<file path="config.mk">
export PLATFORM = sky130hd
export DESIGN_NAME = perceptron_train_ctrl_flat
export DESIGN_NICKNAME = d
export VERILOG_FILES = /design/src/rtl/perceptron_pkg.sv /design/src/rtl/perceptron_train_ctrl_if.sv /design/src/rtl/perceptron_res_fifo.sv /design/src/rtl/perceptron_train_ctrl.sv /design/src/flat_wrapper.sv
export SDC_FILE = /design/constraint.sdc
export NUM_CORES = 1
export LEC_CHECK = 0
export CELL_PAD_IN_SITES_DETAIL_PLACEMENT = 2
export CELL_PAD_IN_SITES_GLOBAL_PLACEMENT = 2
export CORE_MARGIN = 5
export CORE_UTILIZATION = 33
export DETAILED_ROUTE_END_ITERATION = 7
export PLACE_DENSITY_LB_ADDON = 0.1
export RECOVER_POWER = 50
export SLEW_MARGIN = 20
export SYNTH_ARGS = -nofsm -noshare
export SYNTH_HDL_FRONTEND = slang
export SYNTH_SLANG_ARGS = --single-unit
</file>
<file path="constraint.sdc">
create_clock -name clk -period 7.2 [get_ports clk]
set_input_delay 1.44 -clock clk [delete_from_list [all_inputs] [get_ports clk]]
set_output_delay 1.44 -clock clk [all_outputs]
set_load 0.005 [all_outputs]
</file>
<file path="src/rtl/perceptron_pkg.sv">
// Shared types and helpers for the perceptron weight-table training sequencer.
// Resolution fields use fixed maximum widths; the top packs narrower fields into the low bits.
package perceptron_pkg;

  localparam int IDX_W_MAX  = 10;
  localparam int HIST_W_MAX = 32;
  localparam int Y_W_MAX    = 32;

  typedef struct packed {
    logic [IDX_W_MAX-1:0]  idx;
    logic [HIST_W_MAX-1:0] history;
    logic                  taken;
    logic                  pred_taken;
    logic [Y_W_MAX-1:0]    y;
  } res_t;

  typedef enum logic [1:0] {
    IDLE   = 2'd0,
    LOAD   = 2'd1,
    ADJUST = 2'd2,
    WRITE  = 2'd3
  } train_state_e;

  // floor(1.93*h + 14) in integer arithmetic.
  function automatic int theta(input int history_size);
    return (32'sd193 * history_size + 32'sd1400) / 32'sd100;
  endfunction

  function automatic int sat_add(input int w, input int step, input int width);
    int sum;
    int hi;
    int lo;
    sum = w + step;
    hi  = (32'sd1 <<< (width - 32'sd1)) - 32'sd1;
    lo  = -(32'sd1 <<< (width - 32'sd1));
    if (sum > hi) begin
      return hi;
    end else if (sum < lo) begin
      return lo;
    end else begin
      return sum;
    end
  endfunction

endpackage

</file>
<file path="src/rtl/perceptron_train_ctrl_if.sv">
// Branch-resolution handshake from the execute stage into the training sequencer.
interface perceptron_train_ctrl_if #(
  parameter int PERCEPTRON_NUMBER = 64,
  parameter int HISTORY_SIZE      = 8,
  parameter int Y_WIDTH           = 16
);
  localparam int IDX_W = $clog2(PERCEPTRON_NUMBER);

  logic                      res_valid;
  logic                      res_ready;
  logic [IDX_W-1:0]          res_idx;
  logic [HISTORY_SIZE-1:0]   res_history;
  logic                      res_taken;
  logic                      res_pred_taken;
  logic signed [Y_WIDTH-1:0] res_y;

  modport master (
    output res_valid, res_idx, res_history, res_taken, res_pred_taken, res_y,
    input  res_ready
  );

  modport slave (
    input  res_valid, res_idx, res_history, res_taken, res_pred_taken, res_y,
    output res_ready
  );
endinterface

</file>
<file path="src/rtl/perceptron_res_fifo.sv">
// Resolution queue: synchronous FIFO, no fall-through, pointers carry an extra wrap bit.
module perceptron_res_fifo
  import perceptron_pkg::*;
#(
  parameter int DEPTH = 4
) (
  input  logic clk,
  input  logic rst_n,
  input  logic push,
  input  logic pop,
  input  res_t din,
  output res_t dout,
  output logic full,
  output logic empty
);
  localparam int AW = $clog2(DEPTH);

  res_t        mem_r [DEPTH];
  logic [AW:0] wr_ptr_r;
  logic [AW:0] rd_ptr_r;
  logic        do_push_s;
  logic        do_pop_s;

  assign full      = (wr_ptr_r[AW] != rd_ptr_r[AW]) && (wr_ptr_r[AW-1:0] == rd_ptr_r[AW-1:0]);
  assign empty     = (wr_ptr_r == rd_ptr_r);
  assign do_push_s = push && !full;
  assign do_pop_s  = pop && !empty;
  assign dout      = mem_r[rd_ptr_r[AW-1:0]];

  always_ff @(posedge clk) begin
    if (!rst_n) begin
      wr_ptr_r <= '0;
      rd_ptr_r <= '0;
    end else begin
      if (do_push_s) begin
        wr_ptr_r <= wr_ptr_r + (AW+1)'(1);
      end
      if (do_pop_s) begin
        rd_ptr_r <= rd_ptr_r + (AW+1)'(1);
      end
    end
  end

  always_ff @(posedge clk) begin
    if (do_push_s) begin
      mem_r[wr_ptr_r[AW-1:0]] <= din;
    end
  end

endmodule

</file>
<file path="src/rtl/perceptron_train_ctrl.sv">
// Perceptron weight-table training sequencer: queue resolutions, load row, adjust weights, write back.
// Optional PERCEPTRON_TRAIN_STATS_EN adds stat_trained / stat_skipped event counters.
module perceptron_train_ctrl
  import perceptron_pkg::*;
#(
  parameter int  PERCEPTRON_NUMBER = 64,
  parameter int  HISTORY_SIZE      = 8,
  parameter int  WEIGHT_NUMBER     = HISTORY_SIZE + 1,
  parameter int  WIDTH             = 8,
  parameter int  Y_WIDTH           = 16,
  parameter int  THETA             = theta(HISTORY_SIZE),
  parameter int  FIFO_DEPTH        = 4,
  localparam int IDX_W             = $clog2(PERCEPTRON_NUMBER),
  localparam int ROW_W             = WEIGHT_NUMBER * WIDTH
) (
  input  logic                  clk,
  input  logic                  rst_n,
  perceptron_train_ctrl_if.slave res,
  output logic [IDX_W-1:0]      tbl_rd_idx,
  input  logic [ROW_W-1:0]      tbl_rd_row,
  output logic                  tbl_wr_en,
  output logic [IDX_W-1:0]      tbl_wr_idx,
  output logic [ROW_W-1:0]      tbl_wr_row,
  output logic                  busy
`ifdef PERCEPTRON_TRAIN_STATS_EN
  ,
  output logic [31:0]           stat_trained,
  output logic [31:0]           stat_skipped
`endif
);
  localparam int KW = $clog2(WEIGHT_NUMBER);

  train_state_e              state_r;
  train_state_e              state_next_s;
  res_t                      push_data_s;
  res_t                      head_s;
  logic                      fifo_full_s;
  logic                      fifo_empty_s;
  logic                      pop_s;
  logic                      train_s;
  logic signed [Y_WIDTH-1:0] head_y_s;
  logic [Y_WIDTH:0]          y_abs_s;
  logic [IDX_W-1:0]          idx_r;
  logic [HISTORY_SIZE-1:0]   hist_r;
  logic                      taken_r;
  logic [ROW_W-1:0]          row_r;
  logic [ROW_W-1:0]          row_adj_s;
  logic [KW-1:0]             k_r;
  logic [WEIGHT_NUMBER-1:0]  x_vec_s;
  logic signed [WIDTH-1:0]   w_cur_s;
  int                        step_s;
  logic                      wr_en_r;
  logic [IDX_W-1:0]          wr_idx_r;
  logic [ROW_W-1:0]          wr_row_r;
  logic                      unused_s;

  always_comb begin
    push_data_s                         = '0;
    push_data_s.idx[IDX_W-1:0]          = res.res_idx;
    push_data_s.history[HISTORY_SIZE-1:0] = res.res_history;
    push_data_s.taken                   = res.res_taken;
    push_data_s.pred_taken              = res.res_pred_taken;
    push_data_s.y[Y_WIDTH-1:0]          = res.res_y;
  end

  perceptron_res_fifo #(
    .DEPTH (FIFO_DEPTH)
  ) u_fifo (
    .clk   (clk),
    .rst_n (rst_n),
    .push  (res.res_valid),
    .pop   (pop_s),
    .din   (push_data_s),
    .dout  (head_s),
    .full  (fifo_full_s),
    .empty (fifo_empty_s)
  );

  assign res.res_ready = !fifo_full_s;
  assign unused_s      = ^{head_s.idx, head_s.history, head_s.y};

  // |y| is widened by one bit so the most negative y has a representable magnitude.
  always_comb begin
    head_y_s = head_s.y[Y_WIDTH-1:0];
    if (head_y_s[Y_WIDTH-1]) begin
      y_abs_s = ~{head_y_s[Y_WIDTH-1], head_y_s} + (Y_WIDTH+1)'(1);
    end else begin
      y_abs_s = {head_y_s[Y_WIDTH-1], head_y_s};
    end
    train_s = (head_s.taken != head_s.pred_taken) || (y_abs_s <= (Y_WIDTH+1)'(THETA));
  end

  always_comb begin
    x_vec_s   = {hist_r, 1'b1};
    w_cur_s   = row_r[k_r*WIDTH +: WIDTH];
    step_s    = (x_vec_s[k_r] == taken_r) ? 32'sd1 : -32'sd1;
    row_adj_s = row_r;
    row_adj_s[k_r*WIDTH +: WIDTH] = WIDTH'(sat_add(int'(w_cur_s), step_s, WIDTH));
  end

  always_comb begin
    state_next_s = state_r;
    pop_s        = 1'b0;
    case (state_r)
      IDLE: begin
        if (!fifo_empty_s) begin
          pop_s = 1'b1;
          if (train_s) begin
            state_next_s = LOAD;
          end else begin
            state_next_s = IDLE;
          end
        end else begin
          state_next_s = IDLE;
        end
      end
      LOAD:   state_next_s = ADJUST;
      ADJUST: begin
        if (k_r == KW'(WEIGHT_NUMBER - 1)) begin
          state_next_s = WRITE;
        end else begin
          state_next_s = ADJUST;
        end
      end
      WRITE:   state_next_s = IDLE;
      default: state_next_s = IDLE;
    endcase
  end

  // The write strobe and row are registered on the final ADJUST edge so WRITE drives them glitch-free.
  always_ff @(posedge clk) begin
    if (!rst_n) begin
      state_r  <= IDLE;
      idx_r    <= '0;
      hist_r   <= '0;
      taken_r  <= 1'b0;
      row_r    <= '0;
      k_r      <= '0;
      wr_en_r  <= 1'b0;
      wr_idx_r <= '0;
      wr_row_r <= '0;
    end else begin
      state_r <= state_next_s;
      wr_en_r <= 1'b0;
      case (state_r)
        IDLE: begin
          if (pop_s && train_s) begin
            idx_r   <= head_s.idx[IDX_W-1:0];
            hist_r  <= head_s.history[HISTORY_SIZE-1:0];
            taken_r <= head_s.taken;
          end
        end
        LOAD: begin
          row_r <= tbl_rd_row;
          k_r   <= '0;
        end
        ADJUST: begin
          row_r <= row_adj_s;
          k_r   <= k_r + KW'(1);
          if (state_next_s == WRITE) begin
            wr_en_r  <= 1'b1;
            wr_idx_r <= idx_r;
            wr_row_r <= row_adj_s;
          end
        end
        default: ;
      endcase
    end
  end

  assign tbl_rd_idx = idx_r;
  assign tbl_wr_en  = wr_en_r;
  assign tbl_wr_idx = wr_idx_r;
  assign tbl_wr_row = wr_row_r;
  assign busy       = (state_r != IDLE) || !fifo_empty_s;

`ifdef PERCEPTRON_TRAIN_STATS_EN
  logic [31:0] trained_r;
  logic [31:0] skipped_r;

  always_ff @(posedge clk) begin
    if (!rst_n) begin
      trained_r <= 32'd0;
      skipped_r <= 32'd0;
    end else begin
      if (state_r == WRITE) begin
        trained_r <= trained_r + 32'd1;
      end
      if (pop_s && !train_s) begin
        skipped_r <= skipped_r + 32'd1;
      end
    end
  end

  assign stat_trained = trained_r;
  assign stat_skipped = skipped_r;
`endif

endmodule

</file>
<file path="src/flat_wrapper.sv">
// flat-port wrapper written by rule: the top's interface ports become plain ports
module perceptron_train_ctrl_flat import perceptron_pkg::*;
#(
  parameter int  PERCEPTRON_NUMBER = 64,
  parameter int  HISTORY_SIZE      = 8,
  parameter int  WEIGHT_NUMBER     = HISTORY_SIZE + 1,
  parameter int  WIDTH             = 8,
  parameter int  Y_WIDTH           = 16,
  parameter int  THETA             = theta(HISTORY_SIZE),
  parameter int  FIFO_DEPTH        = 4,
  localparam int IDX_W             = $clog2(PERCEPTRON_NUMBER),
  localparam int ROW_W             = WEIGHT_NUMBER * WIDTH
)
  (clk, rst_n, tbl_rd_idx, tbl_rd_row, tbl_wr_en, tbl_wr_idx, tbl_wr_row, busy, res_res_valid, res_res_idx, res_res_history, res_res_taken, res_res_pred_taken, res_res_y, res_res_ready);
  perceptron_train_ctrl_if #(.PERCEPTRON_NUMBER(PERCEPTRON_NUMBER), .HISTORY_SIZE(HISTORY_SIZE), .Y_WIDTH(Y_WIDTH)) res_i ();
  input  logic clk;
  input  logic rst_n;
  output logic [IDX_W-1:0] tbl_rd_idx;
  input  logic [ROW_W-1:0] tbl_rd_row;
  output logic tbl_wr_en;
  output logic [IDX_W-1:0] tbl_wr_idx;
  output logic [ROW_W-1:0] tbl_wr_row;
  output logic busy;
  input wire logic [$bits(res_i.res_valid)-1:0] res_res_valid;
  input wire logic [$bits(res_i.res_idx)-1:0] res_res_idx;
  input wire logic [$bits(res_i.res_history)-1:0] res_res_history;
  input wire logic [$bits(res_i.res_taken)-1:0] res_res_taken;
  input wire logic [$bits(res_i.res_pred_taken)-1:0] res_res_pred_taken;
  input wire logic [$bits(res_i.res_y)-1:0] res_res_y;
  output wire logic [$bits(res_i.res_ready)-1:0] res_res_ready;
  assign res_i.res_valid = res_res_valid;
  assign res_i.res_idx = res_res_idx;
  assign res_i.res_history = res_res_history;
  assign res_i.res_taken = res_res_taken;
  assign res_i.res_pred_taken = res_res_pred_taken;
  assign res_i.res_y = res_res_y;
  assign res_res_ready = res_i.res_ready;
  perceptron_train_ctrl #(.PERCEPTRON_NUMBER(PERCEPTRON_NUMBER), .HISTORY_SIZE(HISTORY_SIZE), .WEIGHT_NUMBER(WEIGHT_NUMBER), .WIDTH(WIDTH), .Y_WIDTH(Y_WIDTH), .THETA(THETA), .FIFO_DEPTH(FIFO_DEPTH)) u_core (.clk(clk), .rst_n(rst_n), .res(res_i), .tbl_rd_idx(tbl_rd_idx), .tbl_rd_row(tbl_rd_row), .tbl_wr_en(tbl_wr_en), .tbl_wr_idx(tbl_wr_idx), .tbl_wr_row(tbl_wr_row), .busy(busy));
endmodule
</file>
### Word-level counts from Yosys, hierarchy flattened

Memory sizes are Yosys's and may differ from the RTL's. A register that Yosys moved wholly into a read port is not among the register bits.
Cells that the tools add are included.

* output and inout port bits: 87
* input bits: 107
* memories kept: 1
* word-level logic and storage cells: 70
* bits in writable memories: 128
* bits in registers: 178

Memory list
* u_core.u_fifo.mem_r: words 4, width 32, read ports 1, clocked after memory_dff 1, write ports 1, line perceptron_res_fifo.sv:18 `res_t mem_r [DEPTH];`

* add/subtract/negate cells: 6
* eq/ne operators: 10
* shift operators: 3
* $lt $le $gt $ge: 4
* bitwise operators: 1
* mux-type cells: 20
* reductions and logical operators: 14

Operators by type and width (count)
* 72-bit one-hot mux with 2 select lines: 1
* 72-bit bitwise mux: 1
* 8-bit by 34-bit variable shift with 72-bit output, first input constant: 1
* 72-bit by 8-bit indexed part select with 8-bit output: 1
* 8-bit by 34-bit indexed part select with 72-bit output: 1
* 7-bit negation with 34-bit output: 1
* 8-bit by 32-bit adder with 32-bit output: 1
* 32-bit by 8-bit > comparator with 1-bit output, second input constant: 1
* 32-bit by 8-bit less-than comparator with 1-bit output, second input constant: 1
* 32-bit two-way mux: 1
* 17-bit by 1-bit adder with 17-bit output, second input constant: 1
* 17-bit by 5-bit less-or-equal comparator with 1-bit output, second input constant: 1
* 17-bit two-way mux: 1
* 17-bit NOT: 1
* 8-bit two-way mux: 2
* 1-bit two-way mux: 9
* 2-bit one-hot mux with 4 select lines: 1
* 4-bit one-hot mux with 2 select lines: 1
* 3-bit by 1-bit adder with 3-bit output, second input constant: 2
* 2-bit == test, second input constant: 3
* 2-bit AND reduction: 3
* 4-bit by 5-bit less-than comparator with 1-bit output, second input constant: 1
* 4-bit by 1-bit adder with 4-bit output, second input constant: 1
* 1-bit binary-select mux with 4-bit select: 1
* 12 further kinds: 20

### Logic depth before layout (Yosys ltp)

* depth after elaboration: 11
* mapped depth: 29
* gate-level depth less buffers: 23

### Modules after synthesis

A second synthesis with hierarchy kept.

* cells, all modules: 1614
* area total of the unflattened synthesis: 21396.8 um^2

By module, submodules not included
* perceptron_res_fifo: sequential area each 9288.9 um^2, times used 1, area each 11522.3 um^2, cells each 465
* perceptron_train_ctrl: sequential area each 3443.3 um^2, times used 1, area each 9874.5 um^2, cells each 1149

### Worst setup path before layout

No wires, ideal clock.

* path type: register to register
* start point: reg u_core.k_r[0]
* end point: reg u_core.wr_row_r[13], in the netlist u_core.tbl_wr_row[13]
* cell stages (with the launch flop): 26
* required time: 7112 ps
* data arrival time: 6885 ps
* setup time: 88 ps
* clock period less this slack: 6973 ps
* slack: 227 ps
* cell sequence: dfxtp_1 > buf_2 > buf_1 > clkbuf_1 > buf_1 > mux4_2 > mux2i_1 > o21ai_0 > ha_1 > clkbuf_1 > and3_1 > a221o_1 > nor3_1 > nand3_1 > and2_1 > a21oi_1 > fa_1 > or3b_2 > or4_1 > nor3b_1 > nor2_1 > and2_1 > buf_2 > nor4_2 > nor2_1 > o32ai_2

* cells in the longest elaborated chain, start to end: 10

Ends and longest elaborated chain
* start: declaration: line perceptron_train_ctrl.sv:48 `logic [KW-1:0] k_r;`
* start signal: assignment: line perceptron_train_ctrl.sv:159 `k_r <= k_r + KW'(1);`
* 1-bit binary-select mux with 4-bit select: line perceptron_train_ctrl.sv:96 `step_s = (x_vec_s[k_r] == taken_r) ? 32'sd1 : -32'sd1;`
* 1-bit two-way mux (not written as such): line perceptron_train_ctrl.sv:96
* 1-bit == test: line perceptron_train_ctrl.sv:96
* 32-bit two-way mux: line perceptron_train_ctrl.sv:96
* 8-bit by 32-bit adder with 32-bit output: line perceptron_pkg.sv:33 `sum = w + step;`
* 32-bit by 8-bit less-than comparator with 1-bit output: line perceptron_pkg.sv:38 `end else if (sum < lo) begin`
* 8-bit two-way mux: line perceptron_pkg.sv:38
* 8-bit two-way mux: line perceptron_pkg.sv:36 `if (sum > hi) begin`
* 8-bit by 34-bit indexed part select with 72-bit output: line perceptron_train_ctrl.sv:98 `row_adj_s[k_r*WIDTH +: WIDTH] = WIDTH'(sat_add(int'(w_cur_s), step_s, WIDTH));`
* 72-bit bitwise mux: line perceptron_train_ctrl.sv:98
* end signal: assignment: line perceptron_train_ctrl.sv:163 `wr_row_r <= row_adj_s;`
* end: declaration: line perceptron_train_ctrl.sv:54 `logic [ROW_W-1:0] wr_row_r;`

Parallel ways exist; a longest one is shown, timed or not. The select of a mux whose other input is x is not followed.
A chain may end at the register's enable or synchronous reset.

### Worst setup path after layout

* start point: reg u_core.k_r[0]
* end point: reg u_core.wr_row_r[46], in the netlist u_core.tbl_wr_row[46]

The elaborated chain is that of the path after synthesis.

==> flow_metrics.env <==
export IMPL_worstMarginPinSlew_ns=2.70
export IMPL_overflow=0
export IMPL_avgSynthCellArea_um2=10.9
export IMPL_slew_headroom_pct=-80.2
export IMPL_syn_num_nets=1477
export IMPL_ys_ff_latch=308
export IMPL_min_period_ns=6.81
export IMPL_hold_viol_final=0
export IMPL_async_flop_share_pct=0
export IMPL_final_net_count=1667
export IMPL_dieHeight_um=221
export IMPL_synth_edf_count=128
export IMPL_synth_warnings=0
export IMPL_ir_drop_mv=0.460
export IMPL_fp_dieArea_um2=48800
export IMPL_synth_ff_type="dfxtp_1"
export IMPL_fill_cells=4622
export IMPL_drt_pass1_iter_count=6
export IMPL_fin_skew_ns=0.0222
export IMPL_arrival_ns=7.24
export IMPL_powerDensity_nw_per_um2=523
export IMPL_ant_nets=0
export IMPL_routed_wl_um=56300
export IMPL_synth_seq_area_share_pct=50.8
export IMPL_syn_cell_area_um2=14700
export IMPL_slew_viol_final=96
export IMPL_clock_sinks=308
export IMPL_vias=12053
export IMPL_drcViolationCount=0
export IMPL_synthToLayoutAreaGrowth_pct=26.1
export IMPL_start_util_pct=33.3
export IMPL_grtUsageTotal_pct=22.1
export IMPL_hp_class="reg2reg"
export IMPL_regArea_um2=7450
export IMPL_numCtsBuffers=38
export IMPL_grt_pass1_wl_um=84100
export IMPL_fin_cells=2153
export IMPL_max_freq_mhz=147
export IMPL_pre_cts_ws_ns=-0.0000817
export IMPL_yosysUniqueCellTypes=83
export IMPL_rrSetupSlack_ns=0.39
export IMPL_path_max_fanout=16
export IMPL_layout_setup_ws_ns=0.394
export IMPL_drive_gt1_share_pct=13.5
export IMPL_cts_tree="yes"
export IMPL_dpl_cell_count=2081
export IMPL_maxCapViolCount=2
export IMPL_setup_viol=0
export IMPL_worst_endpoint_required_ns=7.63
export IMPL_rows=77
export IMPL_drt_iter0_drc=881
export IMPL_wl_per_cell_um=26.2
export IMPL_port_buffers=193
export IMPL_min_period_over_period_pct=94.5
export IMPL_via_per_inst=5.60
export IMPL_cts_root_buf="clkbuf_16"
export IMPL_gp_congestion=0.850
export IMPL_htreeDepth=2
export IMPL_start_kind="register"
export IMPL_critPathCaptureType="register"
export IMPL_p_leak_uw=0.00626
export IMPL_rsz0062_at_grt="no"
export IMPL_dieWidth_um=221
export IMPL_outcome="complete, but fails checks"
export IMPL_first_global_vias=13042
export IMPL_antenna_found_initial=3
export IMPL_clk_latency_ns=0.57
export IMPL_core_um2=44100
export IMPL_grt_start_max_net_pins=63
export IMPL_violations="capacitance limit, slew limit"
export IMPL_multiInputGateArea_um2=6640
export IMPL_clk_pin_slew_worst_paths_ns=0.06
export IMPL_io_pins=194
export IMPL_clockBufferDepth=3
export IMPL_critPathKind="reg2reg"
export IMPL_total_power_uw=9690
export IMPL_place_hpwl_um=40900
export IMPL_synthCells=1341
## logic make-up after synthesis
family / Yosys count / share of synthesized area [%]
buf+inv: 144 / 4.41
xor+xnor: 14 / 0.836
simple gates: 377 / 12.1
flops: 308 / 50.8
mux: 77 / 9.05
compound gates: 392 / 19.8
fa+ha+maj: 29 / 2.98
## layer usage
| layer | wire length (um) | part of all wire [%] | up-vias | track usage (%) |
|---|---|---|---|---|
| met5 | 40 | 0.071 | - | 0 |
| met4 | 1650 | 2.9 | 4 | 6.66 |
| met3 | 2960 | 5.3 | 96 | 4.65 |
| met2 | 28000 | 50 | 294 | 38.4 |
| met1 | 23600 | 42 | 6140 | 27.8 |
| li1 | - | - | 5519 | - |
## per-stage QoR
step                      hold slack [ns]  setup TNS, ns  instance area, um2  utilization (%)
final                               0.468              0               18500             41.9
after global routing                0.485              0               18500             41.9
after CTS                           0.475              0               18500             41.8
after detailed placement            0.450     -0.0000817               17300             39.2
after global placement              0.458              0               17300             39.2
after floorplan                     0.431              0               14700                -
## synthesized netlist by cell type (all sizes together), types with 8 or more instances
library cell	instances	area share, %
o31ai	8	0.64
a22oi	52	2.7
nor2	123	3.2
mux4	44	6.8
buf	38	1.7
o211ai	35	1.8
a21oi	54	1.9
nand2b	13	0.55
fa	10	1.4
o21ai	35	1.2
edfxtp	128	26
nor2b	8	0.34
and3	8	0.34
nand2	113	2.9
and2	23	0.98
clkbuf	57	1.5
a211oi	19	0.97
nand3	36	1.2
nor3	13	0.48
o32ai	25	2.5
dfxtp	180	25
a222oi	8	0.55
inv	48	1.2
o2bb2ai	9	0.54
mux2i	28	1.9
o22ai	86	3.7
ha	19	1.6
a31oi	22	0.98
## sequential cells by signal, summed over array words and instances (netlist names), 2 cells and up, named ones only
register	flops
u_core.hist_r	8
u_core.row_r	72
u_core.u_fifo.wr_ptr_r	3
u_core.tbl_wr_idx	6
u_core.tbl_rd_idx	6
u_core.u_fifo.rd_ptr_r	3
u_core.k_r	4
u_core.u_fifo.mem_r	128
u_core.state_r	2
u_core.tbl_wr_row	72
## final timing paths
kind                                            start               endpoint  cells after the start
worst max-delay path                    u_core.k_r[0]  u_core.tbl_wr_row[46]                     24
worst min-delay path            u_core.tbl_wr_row[13]  u_core.tbl_wr_row[13]                      2
worst min register to register  u_core.tbl_wr_row[13]  u_core.tbl_wr_row[13]                      2
worst max register to register          u_core.k_r[0]  u_core.tbl_wr_row[46]                     24
## final cells by class
| class | count | area share, % |
|---|---|---|
| sequential | 308 | 40.3 |
| multi-input combinational | 889 | 35.9 |
| timing repair buffer | 245 | 12.6 |
| clock buffer | 52 | 5.70 |
| tap | 592 | 4.00 |
| inverter | 49 | 1.01 |
| clock inverter | 17 | 0.575 |
| antenna | 1 | 0.0135 |
## power breakdown
part | total [uW] | switching [uW] | internal, uW
Sequential | 2420 | 308 | 2110
Clock | 1810 | 776 | 1030
Combinational | 5470 | 3510 | 1950
## critical path, cell delays in order (launching register included)
cell and delay, ns:
dfxtp_2 0.35, mux4_2 0.50, and3_1 0.22, or4_1 0.52, and2_1 0.28, ha_2 0.37, a21o_1 0.20, a221o_1 0.40
nor3_1 0.20, nand3_2 0.16, and2_1 0.25, inv_1 0.09, fa_1 0.16, inv_1 0.05, fa_1 0.39, nor4_1 0.34
nand3_1 0.14, or4_1 0.58, nor3_1 0.16, o31ai_1 0.11, and2_2 0.33, nor2_4 0.19, buf_4 0.25, a31oi_1 0.11
o32ai_1 0.32
## placed cells by master, fill, tap and decap left out, types with 10 or more instances in the layout
master	count
dlygate4sd3_1	93
and2_1	22
nand2_1	112
edfxtp_1	128
nand2b_1	13
clkbuf_1	12
inv_1	46
clkbuf_16	39
fa_1	10
clkdlybuf4s50_1	99
o21ai_0	33
a211oi_1	19
o32ai_2	19
buf_4	49
mux4_2	44
a22oi_1	52
nor3_1	12
a21oi_1	51
mux2i_1	28
a31oi_1	21
o211ai_1	34
dfxtp_1	177
nor2_1	120
ha_1	17
nand3_1	35
o22ai_1	86
## what timing repair did
action                                 in CTS  in global routing
setup endpoints to repair                   4                 92
endpoints found under the hold margin       0                  0
buffers inserted                            0                  2
pin swaps                                   0                  2
resized for setup                           1                 12
hold buffers                                0                  0
Note: power is estimated with default switching activity, not from simulation.
